[src/rtl/core_sequencer.sv]
// Multi-cycle control FSM for the TinyChip datapath: fetch, decode, execute,
// optional data-memory access, writeback, PC update and halt.
module core_sequencer #(
  parameter int PC_W    = 10,
  parameter int INSTR_W = 9,
  parameter int CNT_W   = 16
) (
  input  logic               clk,
  input  logic               reset,
  input  logic               start,
  output logic [PC_W-1:0]    imem_addr,
  output logic               imem_req,
  input  logic               imem_ack,
  input  logic [INSTR_W-1:0] imem_rdata,
  output logic [INSTR_W-1:0] instr,
  input  logic               dec_is_halt,
  input  logic               dec_is_mem,
  input  logic               dec_is_branch,
  input  logic               dec_writes_rf,
  input  logic               br_taken,
  input  logic [PC_W-1:0]    br_target,
  output logic               dmem_req,
  input  logic               dmem_ack,
  output logic               rf_we,
  output logic               busy,
  output logic               done,
  output logic [CNT_W-1:0]   cycle_count,
  output logic [2:0]         dbg_state
);

  typedef enum logic [2:0] {
    S_IDLE   = 3'd0,
    S_FETCH  = 3'd1,
    S_DECODE = 3'd2,
    S_EXEC   = 3'd3,
    S_MEM    = 3'd4,
    S_WB     = 3'd5,
    S_HALT   = 3'd6
  } state_e;

  state_e             state_q, state_d;
  logic [PC_W-1:0]    pc_q;
  logic [INSTR_W-1:0] instr_q;
  logic [CNT_W-1:0]   cnt_q;
  logic               imem_req_q, dmem_req_q, rf_we_q, busy_q, done_q;
  logic               launch;

  assign launch = start && (state_q == S_IDLE || state_q == S_HALT);

  // Handshake: a request stays high from the cycle its state is entered until
  // an ack is sampled on a rising edge; acks seen with the request low are ignored.
  always_comb begin
    state_d = state_q;
    case (state_q)
      S_IDLE:   if (start) state_d = S_FETCH;
      S_FETCH:  if (imem_ack) state_d = S_DECODE;
      S_DECODE: state_d = dec_is_halt ? S_HALT : S_EXEC;
      S_EXEC:   state_d = dec_is_mem ? S_MEM : S_WB;
      S_MEM:    if (dmem_ack) state_d = S_WB;
      S_WB:     state_d = S_FETCH;
      S_HALT:   if (start) state_d = S_FETCH;
      default:  state_d = S_IDLE;
    endcase
  end

  // Outputs are registered from the next state so they line up with state_q.
  always_ff @(posedge clk or negedge reset) begin
    if (!reset) begin
      state_q    <= S_IDLE;
      pc_q       <= '0;
      instr_q    <= '0;
      cnt_q      <= '0;
      imem_req_q <= 1'b0;
      dmem_req_q <= 1'b0;
      rf_we_q    <= 1'b0;
      busy_q     <= 1'b0;
      done_q     <= 1'b0;
    end else begin
      state_q    <= state_d;
      imem_req_q <= (state_d == S_FETCH);
      dmem_req_q <= (state_d == S_MEM);
      rf_we_q    <= (state_d == S_WB) && dec_writes_rf;
      busy_q     <= !(state_d == S_IDLE || state_d == S_HALT);
      done_q     <= (state_d == S_HALT);
      if (state_q == S_FETCH && imem_ack) instr_q <= imem_rdata;
      if (launch) begin
        pc_q  <= '0;
        cnt_q <= '0;
      end else begin
        if (busy_q && cnt_q != '1) cnt_q <= cnt_q + CNT_W'(1);
        if (state_q == S_WB)
          pc_q <= (dec_is_branch && br_taken) ? br_target : pc_q + PC_W'(1);
      end
    end
  end

  assign imem_addr   = pc_q;
  assign instr       = instr_q;
  assign imem_req    = imem_req_q;
  assign dmem_req    = dmem_req_q;
  assign rf_we       = rf_we_q;
  assign busy        = busy_q;
  assign done        = done_q;
  assign cycle_count = cnt_q;
  assign dbg_state   = state_q;

endmodule

[config.mk]
export PLATFORM = sky130hd
export DESIGN_NAME = core_sequencer
export DESIGN_NICKNAME = d
export VERILOG_FILES = /design/src/rtl/core_sequencer.sv
export SDC_FILE = /design/constraint.sdc
export NUM_CORES = 1
export LEC_CHECK = 0
export CAP_MARGIN = 20
export CORE_MARGIN = 3
export CORE_UTILIZATION = 50
export DETAILED_ROUTE_END_ITERATION = 8
export GPL_ROUTABILITY_DRIVEN = 0
export PLACE_DENSITY = 0.88
export SYNTH_ARGS = -nofsm -noshare
export SYNTH_HDL_FRONTEND = slang
export SYNTH_SLANG_ARGS = --single-unit
[constraint.sdc]
create_clock -name clk -period 3.16 [get_ports clk]
set_input_delay 0.474 -clock clk [delete_from_list [all_inputs] [get_ports clk]]
set_output_delay 0.474 -clock clk [all_outputs]
set_load 0.005 [all_outputs]
==> results by group, run 1 <==
STA
  – RSZ-0062 raised after global routing: false
  – Slew Viols, Final: 0
  – FMAX: 518 MHz
  – Setup TNS: 0 ps
  – Hold violation total from the final report: 0
  – Actual slew at the worst max-slew pin: 919 ps
  – WHS: 295 ps
  – Slew headroom: 38.7%
  – Final setup vio count: 0
  – Final period util: 61.1%
  – Worst Clk Skew: 5.90 ps
  – Fin crit period: 1930 ps

Clock tree
  – Post-CTS Setup Bufs: 0
  – Max clock buf depth: 2
  – Reg clk slew, reported paths: 80 ps
  – Clk_lat worst skew: 300 ps
  – Clock buffer count from CTS: 5
  – CTS tree: yes
  – CTS sink cnt: 43
  – CTS resizes: 0
  – Post-CTS Hold Buffers: 0
  – H-tree lvl count: 2
  – CTS Root Cell: clkbuf_8

Synthesis
  – Post-synth EDFFs: 0
  – Ys async rst share: 100%
  – Synthesized area per cell: 10.2 µm²
  – Synth warnings: 0
  – Mapped Area: 2290 µm²
  – Top-area cell type share of the netlist area: 47.0%
  – Most numerous cell in the Yosys netlist: dfrtp_1
  – Post-Synthesis Cells: 225
  – Main area contributors after synthesis: dfrtp_1 (47%), mux2_2 (4.9%), nand2_1 (2.5%), a21oi_1 (2.4%), nor2_1 (2.3%)
  – Leading area contributor after synthesis: dfrtp_1
  – Cell variety after synth: 49
  – Count of state elements after synthesis: 43
  – Main flop type after synthesis: dfrtp_1
  – Commonest cells in the netlist: dfrtp_1 (43), nand2_1 (15), nor2_1 (14)
  – Post-Syn Nets: 256
  – Post-synthesis sequential area ratio: 47.0%

Critical path
  – Critical path's top delay family: buffers and inverters
  – CP cell instances: clkdlybuf4s50_1
  – Slowest stage delay, CP: 580 ps
  – Crit Path Category: reg -> out
  – Critical Path Start Type: flop
  – Crit path DAT: 1460 ps
  – Worst path required time: 2690 ps
  – Critical path endpoint category: output pin
  – Worst path slowest cell: clkdlybuf4s50_1
  – Crit path buf inv count: 1
  – CP max FO: 11

Layout
  – NumNets Final: 328
  – Number of diodes: 0
  – Fillers: 301
  – Layout Utilization: 74.4%
  – Layout cell share with drive strength beyond 1: 10.4%
  – Area Overhead vs Synth: 36.5%

Pwr
  – Sw Pwr: 739 µW
  – Cell-internal power: 1.42 mW
  – Standby leakage power: 1.28 nW
  – Clock power share: 15.8%
  – Cell Pwr Density: 692 nW/µm²
  – Seq pwr share: 41.6%
  – Pwr Total: 2.16 mW
  – Worst vdd ir: 0.000462 V
  – Logic gate share of total power: 42.6%
  – Switching share of power: 34.2%

Global routing
  – GRT Total Usage: 22.8%
  – Largest net degree at the start of global routing: 44
  – Initial antenna violation count: 0
  – Total global routing overflow: 0
  – First-pass GRT wire length: 9560 µm
  – Vias in the first global route: 2,040

Run status
  – Outcome: finished, final reports clean

Placement
  – PortBufs: 71
  – Post-DP HPWL: 4170 µm

Floorplan
  – Die area: 5420 µm²
  – Cell Rows: 23
  – Io pins: 72
  – Die extent in y: 73.7 µm
  – Die W: 73.7 µm
  – Starting Density: 54.5%
  – Core Region: 4200 µm²

Routing
  – Remaining routing DRC violations: 0
  – Average vias per placed instance: 6.01
  – Initial drt markers: 129
  – Drt wl/cell: 16.4 µm
  – First-pass DRT Iterations: 4
  – Via count: 2,091
  – Routed WL: 5710 µm
  – Final ANT Viol Nets: 0

Min path
  – Hold WC Path Type: in -> async

Job
  – Max Cap Viol: 0
-- worst paths after layout --
check | from | endpoint | slack (ps) | depth (start not counted)
worst max-delay path | dbg_state[2]$_DFF_PN0_ | dbg_state[2] | 1230 | 1
worst min-delay path | reset | cycle_count[3]$_DFFE_PN0P_ | 290 | 1
worst max register to register | cycle_count[0]$_DFFE_PN0P_ | cycle_count[14]$_DFFE_PN0P_ | 1360 | 5
worst min register to register | instr[8]$_DFFE_PN0P_ | instr[8]$_DFFE_PN0P_ | 510 | 1
max in group asynchronous | reset | instr[0]$_DFFE_PN0P_ | 2280 | 1
min in group clk | instr[8]$_DFFE_PN0P_ | instr[8]$_DFFE_PN0P_ | 510 | 1
-- logic make-up (layout without fill, tap and decap cells) --
group           Yosys count  in the layout  share of synthesized area, %
mux                      15             15                          7.65
flops                    43             43                          47.0
buf+inv                  19             92                          3.50
simple gates             90             90                          23.8
compound gates           55             55                          16.5
xor+xnor                  1              1                         0.383
fa+ha+maj                 2              2                          1.09
-- power groups by stage --
| stage | clock network [mW] | logic [mW] | registers [mW] |
|---|---|---|---|
| global placement | 0 | 0.898 | 0.892 |
| global route | 0.367 | 1.01 | 0.927 |
| detailed placement | 0 | 0.924 | 0.901 |
| finish | 0.341 | 0.922 | 0.899 |
| CTS | 0.344 | 0.931 | 0.896 |
| floorplan | 0 | 0.456 | 0.864 |
-- state kept, by name (all words and copies together), names as in the netlist --
| register | cells |
|---|---|
| imem_addr | 10 |
| dbg_state | 3 |
| dmem_req | 1 |
| done | 1 |
| rf_we | 1 |
| imem_req | 1 |
| instr | 9 |
| cycle_count | 16 |
| busy | 1 |
-- layer usage --
metal | wire length [µm] | track usage (%) | vias to the layer above
li1 | - | - | 992
met1 | 2350 | 29.2 | 992
met2 | 2840 | 36.0 | 97
met3 | 412 | 6.29 | 10
met4 | 99 | 10.3 | 0
met5 | 0 | 0 | -
-- through the flow --
stage,cells,setup WS [ps],area [µm²]
after floorplan,225,1570,2290
after global placement,340,1020,3040
after detailed placement,340,966,3040
after CTS,348,1210,3120
after global routing,348,1130,3120
final,348,1230,3120
-- cells in the final DEF (no fill, tap or decap), types with 8 or more instances in the layout --
master,n
clkdlybuf4s50_1,70
dfrtp_1,43
nand2_1,15
nor2_1,14
a21oi_1,11
inv_1,10
mux2_2,10
nor3_1,10
nand3_1,9
o21ai_0,8
-- area by class of cell --
type	instances	area, µm²	share of cell area, %
sequential	43	1080	34.4
clock inverter	1	5.00	0.160
multi-input combinational	163	1140	36.4
inverter	10	37.5	1.20
timing repair buffer	74	728	23.3
clock buffer	7	76.3	2.44
tap	50	62.6	2.00
-- worst register-to-register path, cell delays in order (launching register included) --
cell and delay [ps]:
dfrtp_1 410, ha_1 230, and4_1 280, nand2_2 150, or4_1 490, a21oi_1 160
Power figures use the tool's default switching activity.
==> inputs of run 2 (changes only) <==
- CORE_UTILIZATION: 50 -> 46
- PLACE_DENSITY: 0.88 -> 0.82
- clock period: 3.16 -> 1.8 ns (I/O delays scaled with it)
==> run 2 against run 1 <==
Compared with the run above:
- total power rose by 84%
- core utilization fell by 5.6 points
- via count rose by 3.1%
- non-clock buffer count rose by 11
- critical path type unchanged
- sequential power rose by 75%
==> results by group, run 2 (synthesized netlist as in run 1, its figures left out) <==
Run status
  – Outcome: finished, final reports clean

Pwr
  – Worst vdd ir: 0.000826 V
  – Cell Pwr Density: 1220 nW/µm²
  – Pwr Total: 3.97 mW
  – Standby leakage power: 1.34 nW

STA
  – Final setup vio count: 0
  – Slew headroom: 67.2%
  – RSZ-0062 raised after global routing: false
  – Hold violation total from the final report: 0
  – Worst Clk Skew: 7.92 ps
  – Final period util: 96.2%
  – WHS: 469 ps
  – Slew Viols, Final: 0
  – Actual slew at the worst max-slew pin: 488 ps
  – Fin crit period: 1730 ps
  – FMAX: 577 MHz

Layout
  – Max FFs per register: 16
  – Final instance area: 3270 µm²
  – Most frequent cells in the layout: clkdlybuf4s50_1 (70), dfrtp_1 (43), nand2_1 (15), nor2_1 (14), buf_4 (12)
  – Number of diodes: 0
  – Commonest non-fill, non-tap cell in the layout: clkdlybuf4s50_1
  – Layout cell share with drive strength beyond 1: 14.2%
  – Area Overhead vs Synth: 42.8%
  – NumNets Final: 339

Routing
  – Initial drt markers: 139
  – Drt wl/cell: 15.6 µm
  – Routed WL: 5860 µm
  – Via count: 2,156
  – Average vias per placed instance: 5.73
  – Remaining routing DRC violations: 0
  – Final ANT Viol Nets: 0
  – First-pass DRT Iterations: 4

Min path
  – Hold WC Path Type: in -> async

Placement
  – Post-DP HPWL: 4300 µm
  – Placed cell areas: 3150 µm²
  – PortBufs: 71

Global routing
  – Met1 GRT Util: 27.3%
  – Vias in the first global route: 2,183
  – Total global routing overflow: 0
  – Largest net degree at the start of global routing: 44
  – GRT busiest layer: met2
  – First-pass GRT wire length: 10,300 µm
  – Initial antenna violation count: 0
  – Met2 Resource Use GR: 35.9%
  – Global routing usage on met3: 5.08%
  – GRT Total Usage: 21.3%

Floorplan
  – Core Region: 4750 µm²
  – Die area: 5860 µm²
  – Io pins: 72
  – Cell Rows: 25
  – Die W: 76.5 µm
  – Die extent in y: 76.5 µm
  – Starting Density: 48.1%

Critical path
  – Critical Path Start Type: flop
  – Critical path's top delay family: flip-flops
  – CP max FO: 11
  – Critical path endpoint category: output pin
  – Slowest stage delay, CP: 580 ps
  – Worst path required time: 1530 ps
  – Crit path DAT: 1460 ps
  – Worst path slowest cell: dfrtp_1
  – CP cell instances: clkdlybuf4s50_1
  – Crit path buf inv count: 1
  – Crit Path Category: reg -> out
  – Flop-to-flop setup slack: 120 ps

Clock tree
  – CTS sink cnt: 43
  – H-tree lvl count: 2
  – Max clock buf depth: 2
  – Reg clk slew, reported paths: 80 ps
  – CTS tree: yes
  – Clock buffer count from CTS: 5
  – Clk_lat worst skew: 300 ps
  – CTS Root Cell: clkbuf_8

Job
  – Max Cap Viol: 0
[run 2: per-layer routing]
layer / vias to the layer above / routed length, µm
li1: 1016 / -
met1: 1042 / 2480
met5: - / 0
met2: 93 / 2920
met4: 0 / 50
met3: 5 / 404
[run 2: worst register-to-register path, delay by kind of cell (launching register included)]
kind	cells	cell delay [ps]
and+or+nand+nor	3	870
DFF	1	370
adders and majority gates	1	220
AOI/OAI and AO/OA	1	160
[run 2: through the flow]
| stage | cells | TNS, ps | setup WS [ps] | utilization [%] |
|---|---|---|---|---|
| 2_1_floorplan | 225 | 0 | 214 | - |
| 3_3_place_gp | 367 | 0 | 37.3 | 66.3 |
| 3_5_place_dp | 367 | -461 | -60.7 | 66.3 |
| 4_1_cts | 376 | 0 | 60.4 | 68.7 |
| 5_1_grt | 376 | 0 | 8.80 | 68.7 |
| 6_report | 376 | 0 | 68.1 | 68.7 |
[run 2: worst paths after layout]
check                                         endpoint                        from  cells after the start
setup / recovery                          dbg_state[2]      dbg_state[2]$_DFF_PN0_                      1
hold / removal              cycle_count[2]$_DFFE_PN0P_                       reset                      3
setup reg to reg           cycle_count[14]$_DFFE_PN0P_  cycle_count[1]$_DFFE_PN0P_                      5
hold reg to reg                   instr[4]$_DFFE_PN0P_        instr[4]$_DFFE_PN0P_                      1
max in group asynchronous     imem_addr[4]$_DFFE_PN0P_                       reset                      3
min in group clk                       rf_we$_DFF_PN0_               dec_writes_rf                      3
[run 2: what timing repair did]
item | CTS | global route
buffers inserted | 0 | 0
hold buffers | 1 | 0
setup endpoints to repair | 0 | 2
gates resized for setup | 0 | 2
hold endpoints to repair | 43 | 0
[run 2: layout make-up]
| type | instances | area (µm²) |
|---|---|---|
| Clock buffer | 7 | 96.3 |
| Clock inverter | 1 | 7.51 |
| Fill cell | 399 | 1490 |
| Inverter | 10 | 37.5 |
| Multi-Input combinational cell | 163 | 1140 |
| Sequential cell | 43 | 1080 |
| Tap cell | 67 | 83.8 |
| Timing Repair Buffer | 85 | 826 |
[run 2: report_power, final]
part | leakage [nW] | internal (mW) | switching (mW)
logic | 0.728 | 1.03 | 0.676
clock network | 0.0505 | 0.349 | 0.343
registers | 0.564 | 1.26 | 0.312
